### src/rtl/waterfall_pkg.sv
// Shared types and constants for the scrolling spectrogram frame-buffer controller.
package waterfall_pkg;

    typedef enum logic [1:0] {
        CLEAR,
        VIDEO,
        WRITE_LINE,
        WAIT_BLANK_END
    } state_t;

    localparam int DEFAULT_H = 320;
    localparam int DEFAULT_V = 240;
    localparam int FB_DEPTH  = DEFAULT_H * DEFAULT_V;

    // Bits needed to hold the values 0..depth-1, never less than one.
    function automatic int width_for(input int depth);
        return (depth <= 2) ? 1 : $clog2(depth);
    endfunction

endpackage

### src/rtl/waterfall_scroller_ring_row_ptr.sv
// Circular row pointer: keeps a row index mod ROWS and its base address mod ROWS*ROW_LEN.
module ring_row_ptr #(
    parameter int ROWS    = 240,
    parameter int ROW_LEN = 320,
    parameter int ROW_W   = 8,
    parameter int ADDR_W  = 17
) (
    input  logic              clk,
    input  logic              reset,
    input  logic              load,
    input  logic              inc,
    input  logic              dec,
    input  logic [ROW_W-1:0]  load_row,
    input  logic [ADDR_W-1:0] load_base,
    output logic [ROW_W-1:0]  row,
    output logic [ADDR_W-1:0] base,
    output logic [ADDR_W-1:0] base_next
);

    localparam int              DEPTH    = ROWS * ROW_LEN;
    localparam logic [ADDR_W:0] DEPTH_W  = (ADDR_W + 1)'(DEPTH);
    localparam logic [ADDR_W:0] LEN_W    = (ADDR_W + 1)'(ROW_LEN);
    localparam logic [ROW_W-1:0] LAST_ROW = ROW_W'(ROWS - 1);

    logic [ROW_W-1:0] row_next;
    logic [ADDR_W:0]  sum;

    // Wrap by compare-and-subtract so the base never needs a multiplier.
    always_comb begin
        row_next  = row;
        base_next = base;
        sum       = {1'b0, base} + LEN_W;
        if (load) begin
            row_next  = load_row;
            base_next = load_base;
        end else if (inc) begin
            row_next  = (row == LAST_ROW) ? '0 : row + 1'b1;
            base_next = (sum >= DEPTH_W) ? ADDR_W'(sum - DEPTH_W) : ADDR_W'(sum);
        end else if (dec) begin
            row_next  = (row == '0) ? LAST_ROW : row - 1'b1;
            base_next = (base == '0) ? ADDR_W'(DEPTH_W - LEN_W) : base - ADDR_W'(LEN_W);
        end
    end

    always_ff @(posedge clk) begin
        if (reset) begin
            row  <= '0;
            base <= '0;
        end else begin
            row  <= row_next;
            base <= base_next;
        end
    end

endmodule

### src/rtl/waterfall_scroller.sv
// Scrolling spectrogram frame-buffer controller: circular-offset reads in active video, one line copy per blank.
// Define WATERFALL_CLEAR_EN to zero the whole buffer after reset before the first frame is shown.
import waterfall_pkg::*;

module waterfall_scroller #(
    parameter int H_VISIBLE  = 320,
    parameter int V_VISIBLE  = 240,
    parameter int BINS       = 320,
    parameter int PIX_W      = 8,
    parameter int X_W        = 9,
    parameter int Y_W        = 8,
    parameter int FB_ADDR_W  = 17,
    parameter int BIN_ADDR_W = 9,
    parameter int DIV_W      = 4
) (
    input  logic                  clk,
    input  logic                  reset,
    input  logic [X_W-1:0]        x,
    input  logic [Y_W-1:0]        y,
    input  logic                  lower_blank,
    input  logic [DIV_W-1:0]      scroll_div,
    input  logic                  freeze,
    input  logic                  dir,
    output logic                  bin_rd_en,
    output logic [BIN_ADDR_W-1:0] bin_rd_addr,
    input  logic [PIX_W-1:0]      bin_rd_data,
    output logic [FB_ADDR_W-1:0]  fb_addr,
    output logic                  fb_we,
    output logic [PIX_W-1:0]      fb_wdata,
    output logic                  busy,
    output logic                  overrun
);

    localparam int             I_W    = width_for(H_VISIBLE + 1);
    localparam logic [I_W-1:0] I_LAST = I_W'(H_VISIBLE);
    localparam logic [I_W-1:0] I_BINS = I_W'(BINS);
`ifdef WATERFALL_CLEAR_EN
    localparam logic [FB_ADDR_W-1:0] CLR_LAST = FB_ADDR_W'(H_VISIBLE * V_VISIBLE - 1);
    logic [FB_ADDR_W-1:0] clr_addr;
`endif

    state_t               state;
    logic [I_W-1:0]       idx;
    logic [DIV_W-1:0]     frame_cnt;
    logic                 blank_q;
    logic                 dir_q;
    logic                 blank_rise;
    logic                 blank_fall;
    logic                 start_write;

    logic [Y_W-1:0]       off_row;
    logic [FB_ADDR_W-1:0] off_base;
    logic [FB_ADDR_W-1:0] off_base_next;
    logic [Y_W-1:0]       rd_row;
    logic [FB_ADDR_W-1:0] rd_base;
    logic [FB_ADDR_W-1:0] rd_base_next;
    logic                 unused_ptr;

    assign blank_rise  = lower_blank & ~blank_q;
    assign blank_fall  = ~lower_blank & blank_q;
    assign start_write = (state == VIDEO) && blank_rise && (frame_cnt == scroll_div) && !freeze;
    assign unused_ptr  = ^{rd_row, rd_base, off_base_next};

    // The offset pointer doubles as the write row: dir=1 steps back before the copy, dir=0 steps forward after it.
    ring_row_ptr #(
        .ROWS(V_VISIBLE), .ROW_LEN(H_VISIBLE), .ROW_W(Y_W), .ADDR_W(FB_ADDR_W)
    ) u_wr_ptr (
        .clk       (clk),
        .reset     (reset),
        .load      (1'b0),
        .inc       ((state == WRITE_LINE) && (idx == I_LAST) && !dir_q),
        .dec       (start_write && dir),
        .load_row  ('0),
        .load_base ('0),
        .row       (off_row),
        .base      (off_base),
        .base_next (off_base_next)
    );

    ring_row_ptr #(
        .ROWS(V_VISIBLE), .ROW_LEN(H_VISIBLE), .ROW_W(Y_W), .ADDR_W(FB_ADDR_W)
    ) u_rd_ptr (
        .clk       (clk),
        .reset     (reset),
        .load      ((state == VIDEO) && (x == '0) && (y == '0)),
        .inc       ((state == VIDEO) && (x == '0) && (y != '0)),
        .dec       (1'b0),
        .load_row  (off_row),
        .load_base (off_base),
        .row       (rd_row),
        .base      (rd_base),
        .base_next (rd_base_next)
    );

    always_ff @(posedge clk) begin
        if (reset) begin
`ifdef WATERFALL_CLEAR_EN
            state    <= CLEAR;
            busy     <= 1'b1;
            clr_addr <= '0;
`else
            state    <= VIDEO;
            busy     <= 1'b0;
`endif
            idx         <= '0;
            frame_cnt   <= '0;
            blank_q     <= 1'b0;
            dir_q       <= 1'b0;
            fb_addr     <= '0;
            fb_we       <= 1'b0;
            fb_wdata    <= '0;
            bin_rd_en   <= 1'b0;
            bin_rd_addr <= '0;
            overrun     <= 1'b0;
        end else begin
            blank_q   <= lower_blank;
            fb_we     <= 1'b0;
            fb_wdata  <= '0;
            bin_rd_en <= 1'b0;
            overrun   <= 1'b0;
            case (state)
`ifdef WATERFALL_CLEAR_EN
                CLEAR: begin
                    fb_we   <= 1'b1;
                    fb_addr <= clr_addr;
                    if (clr_addr == CLR_LAST) begin
                        clr_addr <= '0;
                        busy     <= 1'b0;
                        state    <= VIDEO;
                    end else begin
                        clr_addr <= clr_addr + 1'b1;
                    end
                end
`endif
                VIDEO: begin
                    fb_addr <= rd_base_next + FB_ADDR_W'(x);
                    if (start_write) begin
                        frame_cnt   <= '0;
                        idx         <= '0;
                        dir_q       <= dir;
                        busy        <= 1'b1;
                        bin_rd_en   <= (BINS > 0);
                        bin_rd_addr <= '0;
                        state       <= WRITE_LINE;
                    end else if (blank_rise) begin
                        frame_cnt <= (frame_cnt < scroll_div) ? frame_cnt + 1'b1 : scroll_div;
                        state     <= WAIT_BLANK_END;
                    end
                end
                // The bin read runs one index ahead of the buffer write to cover the BRAM latency.
                WRITE_LINE: begin
                    overrun <= blank_fall;
                    if (idx != '0) begin
                        fb_we    <= 1'b1;
                        fb_addr  <= off_base + FB_ADDR_W'(idx - 1'b1);
                        fb_wdata <= ((idx - 1'b1) < I_BINS) ? bin_rd_data : '0;
                    end
                    if (idx == I_LAST) begin
                        idx   <= '0;
                        busy  <= 1'b0;
                        state <= lower_blank ? WAIT_BLANK_END : VIDEO;
                    end else begin
                        idx         <= idx + 1'b1;
                        bin_rd_en   <= ((idx + 1'b1) < I_BINS);
                        bin_rd_addr <= BIN_ADDR_W'(idx + 1'b1);
                    end
                end
                WAIT_BLANK_END: begin
                    if (!lower_blank) begin
                        state <= VIDEO;
                    end
                end
                default: begin
                    state <= VIDEO;
                end
            endcase
        end
    end

endmodule

### config.mk
export PLATFORM = sky130hd
export DESIGN_NAME = waterfall_scroller
export DESIGN_NICKNAME = d
export VERILOG_FILES = /design/src/rtl/waterfall_pkg.sv /design/src/rtl/waterfall_scroller_ring_row_ptr.sv /design/src/rtl/waterfall_scroller.sv
export SDC_FILE = /design/constraint.sdc
export NUM_CORES = 1
export LEC_CHECK = 0
export ABC_AREA = 1
export BUFFER_PORTS_ARGS = -buffer_cell sky130_fd_sc_hd__buf_2
export CORE_UTILIZATION = 38
export CTS_BUF_LIST = sky130_fd_sc_hd__clkbuf_4
export CTS_CLUSTER_DIAMETER = 60
export DETAILED_ROUTE_END_ITERATION = 10
export GPL_TIMING_DRIVEN = 0
export SKIP_CTS_REPAIR_TIMING = 1
export SYNTH_ARGS = -nofsm -noshare
export SYNTH_HDL_FRONTEND = slang
export SYNTH_SLANG_ARGS = --single-unit
### constraint.sdc
create_clock -name clk -period 3.1 [get_ports clk]
set_input_delay 0.31 -clock clk [delete_from_list [all_inputs] [get_ports clk]]
set_output_delay 0.31 -clock clk [all_outputs]
set_load 0.02 [all_outputs]
==> results.py <==
metrics = {
    "sta": {
        "grt_setup_unrepaired": "yes",
        "worst_pin_slew_ps": 746.6,
        "relSlewSlack_pct": 49.84,
        "skew_ps": 17.40,
        "finalCritPeriodShare_pct": 103.8,
        "slew_violations": 0,
        "fmax_ghz": 0.3107,
        "layout_min_cycle_time_ps": 3219,
        "fin_ws_ps": -118.7,
        "finalSetupViolations": 2,
        "tns_ps": -209.4,
        "hold_viol": 0,
    },
    "yosys": {
        "synth_cells": 899,
        "yosysWarnings": 0,
        "synth_seq_cells": 83,
        "synth_nets": 971,
        "synth-edff-count": 0,
        "ys_seq_area_share_pct": 28.18,
        "yosys.cell_types.count": 47,
        "synth_area_sq_um": 5896,
        "async_reset_ff_share_pct": 0,
        "avgSynthCellArea_sq_um": 6.558,
        "synth_ff_type": "dfxtp_1",
    },
    "power": {
        "powerDensity_nw_per_um2": 404.9,
        "internal_power_mw": 1.722,
        "design_power_total_mw": 2.837,
        "peakVddDrop_mv": 0.3003,
        "p_seq_share_pct": 43.7,
        "pwr-share-comb_pct": 33.7,
        "power_switching_mw": 1.115,
        "clock_power_share_pct": 22.6,
        "p_sw_share_pct": 39.31,
        "p_leak_nw": 3.386,
    },
    "worst_setup_path": {
        "critical_path.most_common_cell": "nand2_2",
        "critPathMaxStageDelay_ps": 370,
        "crit_arrival_ps": 3630,
        "start_kind": "flop",
        "critical_path_required_ps": 3510,
        "critPathSlowestCell": "dfxtp_2",
        "cp_max_fo": 6,
        "crit_path_end_kind": "flop",
        "crit_type": "flop to flop",
    },
    "clock_network": {
        "cts_root_buffer": "clkbuf_4",
        "clk_path_buf_depth": 2,
        "clkTransAtPathRegs_ps": 130,
        "numClockSinks": 83,
        "cts_buffers": 9,
        "worstSkewPairLatency_ps": 480,
        "cts_max_level": 3,
        "cts_tree": "done",
    },
    "route": {
        "drcViolationCount": 0,
        "drt_pass1_iterations": 5,
        "ant_nets": 0,
        "drt_iter0_markers": 317,
        "vias": 5936,
        "wl_per_cell_um": 13.34,
        "wirelength_um": 15890,
        "via_per_inst": 4.984,
    },
    "final_layout": {
        "drive_gt1_share_pct": 20.94,
        "instances_no_fill": 1191,
        "fin_util_pct": 46.26,
        "final_area_sq_um": 7007,
        "area_delta_synth_final_pct": 18.85,
        "n_fill_cell": 1575,
        "antenna_cells": 0,
        "nets": 1070,
    },
    "global_routing": {
        "grt_max_degree": 15,
        "grt-ovfl-total": 0,
        "first_global_vias": 5255,
        "grt_pass1_wl_um": 25370,
        "antenna_found_initial": 0,
        "track_usage_pct": 20.02,
    },
    "place": {
        "place_area_sq_um": 6543,
        "place_hpwl_um": 12340,
        "port_buffers": 70,
        "gp_congestion": 0.8682,
        "dp_cells": 1157,
    },
    "status": {
        "outcome": "finished, violations left",
        "violations": "setup timing",
    },
    "hold_path": {
        "hold_class": "input port to flop",
    },
    "floorplan": {
        "ioPinCount": 72,
        "dieHeight_um": 126.6,
        "die_area_sq_um": 16020,
        "num_rows": 45,
        "die_w_um": 126.6,
        "start_util_pct": 38.93,
        "coreArea_sq_um": 15150,
    },
    "job": {
        "cap_violations": 0,
    },
}
-- stage by stage --
| stage | hold slack, ps | setup slack, ps |
|---|---|---|
| final | 31.37 | -118.7 |
| after global routing | 3.056 | -348.5 |
| after CTS | -7.531 | -619.0 |
| after detailed placement | 456.0 | -599.4 |
| after global placement | 448.5 | -587.1 |
| after floorplan | 386.6 | -78.46 |
-- cell type report --
type,instances,area (sq um),area share [%]
Inverter,136,524.3,7.482
Sequential cell,83,1665,23.77
Multi-Input combinational cell,658,3836,54.75
Tap cell,188,235.2,3.357
Timing Repair Buffer,88,513.0,7.321
Buffer,22,98.84,1.411
Clock buffer,9,67.56,0.9643
Clock inverter,7,66.31,0.9464
-- cells in the mapped netlist, drive strengths merged (9+ instances only) --
cell type	count	area (sq um)
dfxtp	83	1662
inv	135	506.7
clkbuf	17	63.81
nor3	22	120.1
a31oi	9	56.30
nand2	194	783.3
nand3	59	337.8
o21ai	60	307.8
nor2	110	478.0
xor2	27	236.5
a21oi	81	412.9
ha	37	462.9
-- worst max-delay path: cells and delay by family, from the launching register on --
kind,cells,cell delay [ps]
simple gates,14,1190
fa+ha+maj,3,650
buf+inv,8,480
compound gates,4,470
flops,1,370
-- worst paths after layout --
kind | startpoint | endpoint | slack [ps] | cells past startpoint
setup reg to reg | state[1] | fb_addr[16] | -120 | 29
hold reg to reg | bin_rd_addr[0] | bin_rd_addr[0] | 470 | 2
setup / recovery | state[1] | fb_addr[16] | -120 | 29
hold / removal | bin_rd_data[0] | fb_wdata[0] | 30 | 3
-- logic make-up after synthesis --
group | Yosys count | synth area share [%]
AND/OR/NAND/NOR | 407 | 31.56
XOR/XNOR | 34 | 5.051
AO/OA/AOI/OAI | 178 | 16.81
flip-flops | 83 | 28.18
buffers and inverters | 158 | 10.14
adder cells (fa/ha/maj) | 38 | 8.192
other | 1 | 0.06361
-- power by group through the flow --
stage          Sequential, mW  Clock, mW  Combinational, mW
2_1_floorplan            1.33          0              0.537
3_3_place_gp             1.26          0              0.903
3_5_place_dp             1.26          0              0.903
4_1_cts                  1.24      0.666              0.906
5_1_grt                  1.25      0.711               1.07
6_report                 1.24      0.642              0.956
-- routing by layer --
metal  vias up  share of wire, %  wire, um  track usage, %
li1       3132                 -         -               -
met1      2644                49      7711           26.99
met2       134                45      7114           31.85
met3        26               4.5       715           4.302
met4         0               2.2       351           6.308
met5         -                 0         0               0
-- flip-flops by register name, indices dropped and copies added, names as in the netlist, 2 cells and up --
signal         cells
bin_rd_addr        9
fb_addr           17
fb_wdata           8
frame_cnt          4
idx                9
state              2
u_rd_ptr.base     17
u_wr_ptr.base     11
-- cell usage in the layout (no fill, tap or decap), drive strengths merged, types with 2 or more instances in the layout --
cell / netlist / final
xnor2: 7 / 7
nor4: 5 / 5
nand4: 8 / 8
nor2: 110 / 110
o21a: 2 / 2
or2: 4 / 4
o221ai: 2 / 2
dlygate4sd3: 0 / 4
nor3: 22 / 22
o211ai: 8 / 8
clkinv: 1 / 6
a31oi: 9 / 9
o21ai: 60 / 60
buf: 5 / 90
xor2: 27 / 27
ha: 37 / 37
o31ai: 2 / 2
a21oi: 81 / 81
inv: 135 / 136
o22ai: 5 / 5
dfxtp: 83 / 83
and2: 2 / 2
nand2: 194 / 194
clkbuf: 17 / 25
o21bai: 4 / 4
nand3b: 3 / 3
nand3: 59 / 59
No activity file was read; power rests on OpenSTA's default activity.
